[config.mk]
export PLATFORM = sky130hd
export DESIGN_NAME = led_pattern_engine
export DESIGN_NICKNAME = d
export VERILOG_FILES = /design/src/rtl/led_pattern_engine.sv
export SDC_FILE = /design/constraint.sdc
export NUM_CORES = 1
export LEC_CHECK = 0
export BUFFER_PORTS_ARGS = -buffer_cell sky130_fd_sc_hd__buf_2
export CAP_MARGIN = 20
export CORE_MARGIN = 2
export CORE_UTILIZATION = 62
export CTS_CLUSTER_DIAMETER = 50
export CTS_CLUSTER_SIZE = 10
export DETAILED_ROUTE_END_ITERATION = 12
export GPL_TIMING_DRIVEN = 0
export PLACE_DENSITY = 0.81
export SETUP_SLACK_MARGIN = 0.02
export SYNTH_ARGS = -nofsm -noshare
export SYNTH_HDL_FRONTEND = slang
export SYNTH_SLANG_ARGS = --single-unit
export TNS_END_PERCENT = 1
[constraint.sdc]
create_clock -name clock -period 4.15 [get_ports clock]
set_input_delay 0.415 -clock clock [delete_from_list [all_inputs] [get_ports clock]]
set_output_delay 0.415 -clock clock [all_outputs]
set_load 0.03 [all_outputs]
[src/rtl/led_pattern_engine.sv]
// LED pattern engine: prescaled animation of an N_LEDS-wide LED bank with five
// animations, pause/single-step, speed select and period-complete pulse.
module led_pattern_engine #(
  parameter int N_LEDS = 8,
  parameter int DIV_W  = 24
) (
  input  logic              clock,
  input  logic              reset,
  input  logic [2:0]        mode,
  input  logic [1:0]        speed,
  input  logic              dir,
  input  logic              pause,
  input  logic              step_req,
  output logic [N_LEDS-1:0] led,
  output logic              tick,
  output logic              wrap
);

  localparam int PW = $clog2(N_LEDS);
  localparam int LW = $clog2(N_LEDS + 1);

  localparam logic [DIV_W-1:0]  DIV_ONE  = 1;
  localparam logic [DIV_W-1:0]  DIV_ALL  = '1;
  localparam logic [N_LEDS-1:0] ONE_N    = 1;
  localparam logic [N_LEDS:0]   ONE_W    = 1;
  localparam logic [PW-1:0]     POS_ONE  = 1;
  localparam logic [PW-1:0]     POS_LAST = PW'(N_LEDS - 1);
  localparam logic [LW-1:0]     LVL_ONE  = 1;
  localparam logic [LW-1:0]     LVL_FULL = LW'(N_LEDS);

  // Shared sweep direction for ping-pong position and fill level.
  typedef enum logic {B_UP = 1'b0, B_DOWN = 1'b1} bounce_e;

  logic [DIV_W-1:0]  div_cnt_q, div_cnt_d;
  logic [N_LEDS-1:0] cnt_q, cnt_d;
  logic [N_LEDS-1:0] rot_q, rot_d;
  logic [PW-1:0]     pos_q, pos_d;
  bounce_e           bdir_q, bdir_d;
  logic [LW-1:0]     level_q, level_d;
  logic [2:0]        mode_q;
  logic [N_LEDS-1:0] led_q, led_d;
  logic              tick_q, tick_d;
  logic              wrap_q, wrap_d;

  logic [DIV_W-1:0]  div_mask;
  logic [N_LEDS:0]   fill_full;
  logic              adv_pre, adv, mode_chg;

  always_comb begin
    div_mask  = DIV_ALL >> {speed, 1'b0};
    adv_pre   = !pause && ((div_cnt_q & div_mask) == div_mask);
    adv       = adv_pre || (pause && step_req);
    mode_chg  = (mode != mode_q);

    div_cnt_d = pause ? div_cnt_q : div_cnt_q + DIV_ONE;
    cnt_d     = cnt_q;
    rot_d     = rot_q;
    pos_d     = pos_q;
    bdir_d    = bdir_q;
    level_d   = level_q;
    wrap_d    = 1'b0;
    tick_d    = adv && !mode_chg;

    if (mode_chg) begin
      div_cnt_d = '0;
      cnt_d     = '0;
      rot_d     = ONE_N;
      pos_d     = '0;
      bdir_d    = B_UP;
      level_d   = '0;
    end else if (adv) begin
      case (mode)
        3'd0, 3'd1: begin
          if (dir) begin
            cnt_d  = cnt_q - ONE_N;
            wrap_d = (cnt_q == '0);
          end else begin
            cnt_d  = cnt_q + ONE_N;
            wrap_d = &cnt_q;
          end
        end
        3'd2: begin
          rot_d  = dir ? {rot_q[0], rot_q[N_LEDS-1:1]} : {rot_q[N_LEDS-2:0], rot_q[N_LEDS-1]};
          wrap_d = (rot_d == ONE_N);
        end
        3'd3: begin
          // Turning on arrival at an end keeps each end lit for one step.
          if (bdir_q == B_UP) begin
            pos_d = pos_q + POS_ONE;
            if (pos_d == POS_LAST) bdir_d = B_DOWN;
          end else begin
            pos_d = pos_q - POS_ONE;
            if (pos_d == '0) begin
              bdir_d = B_UP;
              wrap_d = 1'b1;
            end
          end
        end
        3'd4: begin
          if (bdir_q == B_UP) begin
            level_d = level_q + LVL_ONE;
            if (level_d == LVL_FULL) bdir_d = B_DOWN;
          end else begin
            level_d = level_q - LVL_ONE;
            if (level_d == '0) begin
              bdir_d = B_UP;
              wrap_d = 1'b1;
            end
          end
        end
        default: ;
      endcase
    end

    // One extra bit so level == N_LEDS yields all ones without overflow.
    fill_full = (ONE_W << level_d) - ONE_W;

    case (mode)
      3'd0:    led_d = cnt_d;
      3'd1:    led_d = cnt_d ^ (cnt_d >> 1);
      3'd2:    led_d = rot_d;
      3'd3:    led_d = ONE_N << pos_d;
      3'd4:    led_d = fill_full[N_LEDS-1:0];
      default: led_d = '0;
    endcase
  end

  always_ff @(posedge clock) begin
    if (reset) begin
      div_cnt_q <= '0;
      cnt_q     <= '0;
      rot_q     <= ONE_N;
      pos_q     <= '0;
      bdir_q    <= B_UP;
      level_q   <= '0;
      mode_q    <= mode;
      led_q     <= '0;
      tick_q    <= 1'b0;
      wrap_q    <= 1'b0;
    end else begin
      div_cnt_q <= div_cnt_d;
      cnt_q     <= cnt_d;
      rot_q     <= rot_d;
      pos_q     <= pos_d;
      bdir_q    <= bdir_d;
      level_q   <= level_d;
      mode_q    <= mode;
      led_q     <= led_d;
      tick_q    <= tick_d;
      wrap_q    <= wrap_d;
    end
  end

  assign led  = led_q;
  assign tick = tick_q;
  assign wrap = wrap_q;

endmodule

==> metrics.cfg <==
[pwr]
switching_power_mw=0.321
power_frac_seq_pct=46.0
switching_share_pct=25.0
power_density_nw_per_um2=300
ir_drop_uv=320
p_leak_nw=1.55
power_mw=1.28
p_int_mw=0.962
p_clk_share_pct=45.9
combPwrFrac_pct=8.1

[setup_path]
end_kind=register
crit_arrival_ps=4030
critPathKind=register to register
cp_max_fo=10
critPathLaunchType=register
cp_data_required_time_ps=4350

[placement]
io_buffer_count=19
dpl_cell_area_sq_um=4050
dp_cells=573
dp_hpwl_mm=6.72
gp_congestion=0.992

[cells_and_area]
drive_above_1_share_pct=12.1
diodes=0
utilization_pct=71.8
final_area_sq_um=4270
fin_nets=535
fin_cells=589
area_delta_synth_final_pct=10.7

[synthesis]
yosys_warnings=0
syn_area_sq_um=3860
netlist.top_cell.by_area=dfxtp_1
yosysTopAreaCellShare_pct=31.6
synth.top_cells.by_count=67 x nor2_1, 61 x dfxtp_1, 35 x a21oi_1
syn_avg_cell_area_sq_um=8.06
synthTopCellsByArea=dfxtp_1 32%, nor2_1 6.5%, xnor2_1 5.2%, xor2_1 5.2%, ha_1 4.9%
ys_ff_latch=61
synth_seq_area_share_pct=31.6
synth_edf_count=0
synth.most_common_cell=nor2_1
synthCells=479
async_flop_share_pct=0
synth_nets=505
synth_flop_cell=dfxtp_1
ys_types=67

[grt]
grt_max_degree=13
track_usage_pct=27.8
antenna_found_initial=0
grt_pass1_vias=3362
grt_pass1_wl_mm=15.9
grt-ovfl-total=0

[clocking]
cts_tree=built
numCtsBuffers=9
clock-sinks=61
ctsHoldBuffers=0
cts_resized=0
clkTransAtPathRegs_ps=70
insertion_delay_ps=340
cts_buffer_depth=2
cts_setup_buffers=0
htreeDepth=3
cts_root_buf=clkbuf_8

[route]
wl_per_cell_microns=16.0
drt_iter0_markers=400
drc_errors=0
num_vias=3751
ant_nets=0
post_drt_via_cell_ratio=6.37
dr.pass1.iters=8
wl_mm=9.40

[die]
rows=28
dieHeight_microns=82.9
core_area_sq_um=5960
die_area_sq_um=6880
start_util_pct=64.9
dieWidth_microns=82.9
io_pins=20

[flow_run]
max-cap-violations=0

[timing]
slew_headroom_pct=62.3
slew_violations=0
tns_ps=0
fin_crit_ps=3830
tightest_slew_ps=565
finalHoldViolCount=0
skew_ps=9.84
post-route-period-util_pct=92.3
rsz0062_at_grt=false
setup_viol=0
max_freq_mhz=261

[run_status]
outcome=finished clean

[hold_path]
hp-class=primary input to register

[placed cells by master, fill, tap and decap left out, types with 12 or more instances in the layout]
cell      instances
ha_1             15
nand3_1          18
nor3_1           17
xnor2_1          23
xor2_1           23
a21oi_1          35
nand4_1          13
buf_2            25
nand2_1          33
dfxtp_1          61
clkbuf_1         13
mux2i_1          14
nor2_1           67
o21ai_0          12
[critical path, cell delays in order (launching register included)]
cell     delay, ps
dfxtp_1        380
ha_1           170
and3b_1        260
nand4_2        260
o31a_1         430
buf_2          250
nor4_1         260
a31oi_1        140
or3b_2         520
ha_1           210
buf_2          160
and3_1         160
o21ai_0        190
a21o_1         180
a41oi_2        120
[metrics by stage]
step	hold WS (ps)	worst slack, ps
finish	192	321
global route	186	97.6
CTS	185	372
detailed placement	493	356
global placement	472	457
floorplan	443	921
[routing by layer]
| layer | GRT usage, % | part of all wire (%) |
|---|---|---|
| met1 | 36.9 | 45 |
| met4 | 10.6 | 2.8 |
| met3 | 5.07 | 6.8 |
| met5 | 0 | 0 |
| met2 | 45.0 | 46 |
[kinds of logic (layout without fill, tap and decap cells)]
family,after synthesis,in the layout,share of synthesized area [%]
compound gates,104,104,17.9
xor+xnor,46,46,10.4
fa+ha+maj,16,16,5.38
buf+inv,32,67,3.43
flops,61,61,31.6
mux,16,16,4.21
simple gates,204,204,27.0
[final cells by class]
cell class              count  area (sq um)
multi-input cells         386          2510
clock inverters             7          98.8
inverters                   9          33.8
flip-flops and latches     61          1220
clock buffers               9           124
plain buffers              23          98.8
fillers                   487          1680
well taps                  75          93.8
repair buffers             19          95.1
[state kept, by name, summed over array words and instances (netlist names)]
register and cells:
bdir_q 1, cnt_q 8, div_cnt_q 24, led 8, level_q 4, mode_q 3, pos_q 3, rot_q 8
tick 1, wrap 1
[path summary, 6_finish.rpt]
check,from,to,slack (ps),depth (start not counted)
worst min-delay path,mode[2],mode_q[2]$_DFF_P_,190,1
worst max register to register,div_cnt_q[0]$_SDFFE_PP0N_,led[6]$_SDFF_PP0_,320,14
worst max-delay path,div_cnt_q[0]$_SDFFE_PP0N_,led[6]$_SDFF_PP0_,320,14
worst min register to register,div_cnt_q[10]$_SDFFE_PP0N_,div_cnt_q[10]$_SDFFE_PP0N_,510,2
[power by group through the flow]
stage,combinational [mW],clock (mW),sequential [mW]
after floorplan,0.0682,0,0.604
after global placement,0.0980,0,0.603
after CTS,0.101,0.598,0.590
after detailed placement,0.101,0,0.603
after global routing,0.113,0.624,0.590
final,0.104,0.589,0.590
Note: power is estimated with default switching activity, not from simulation.
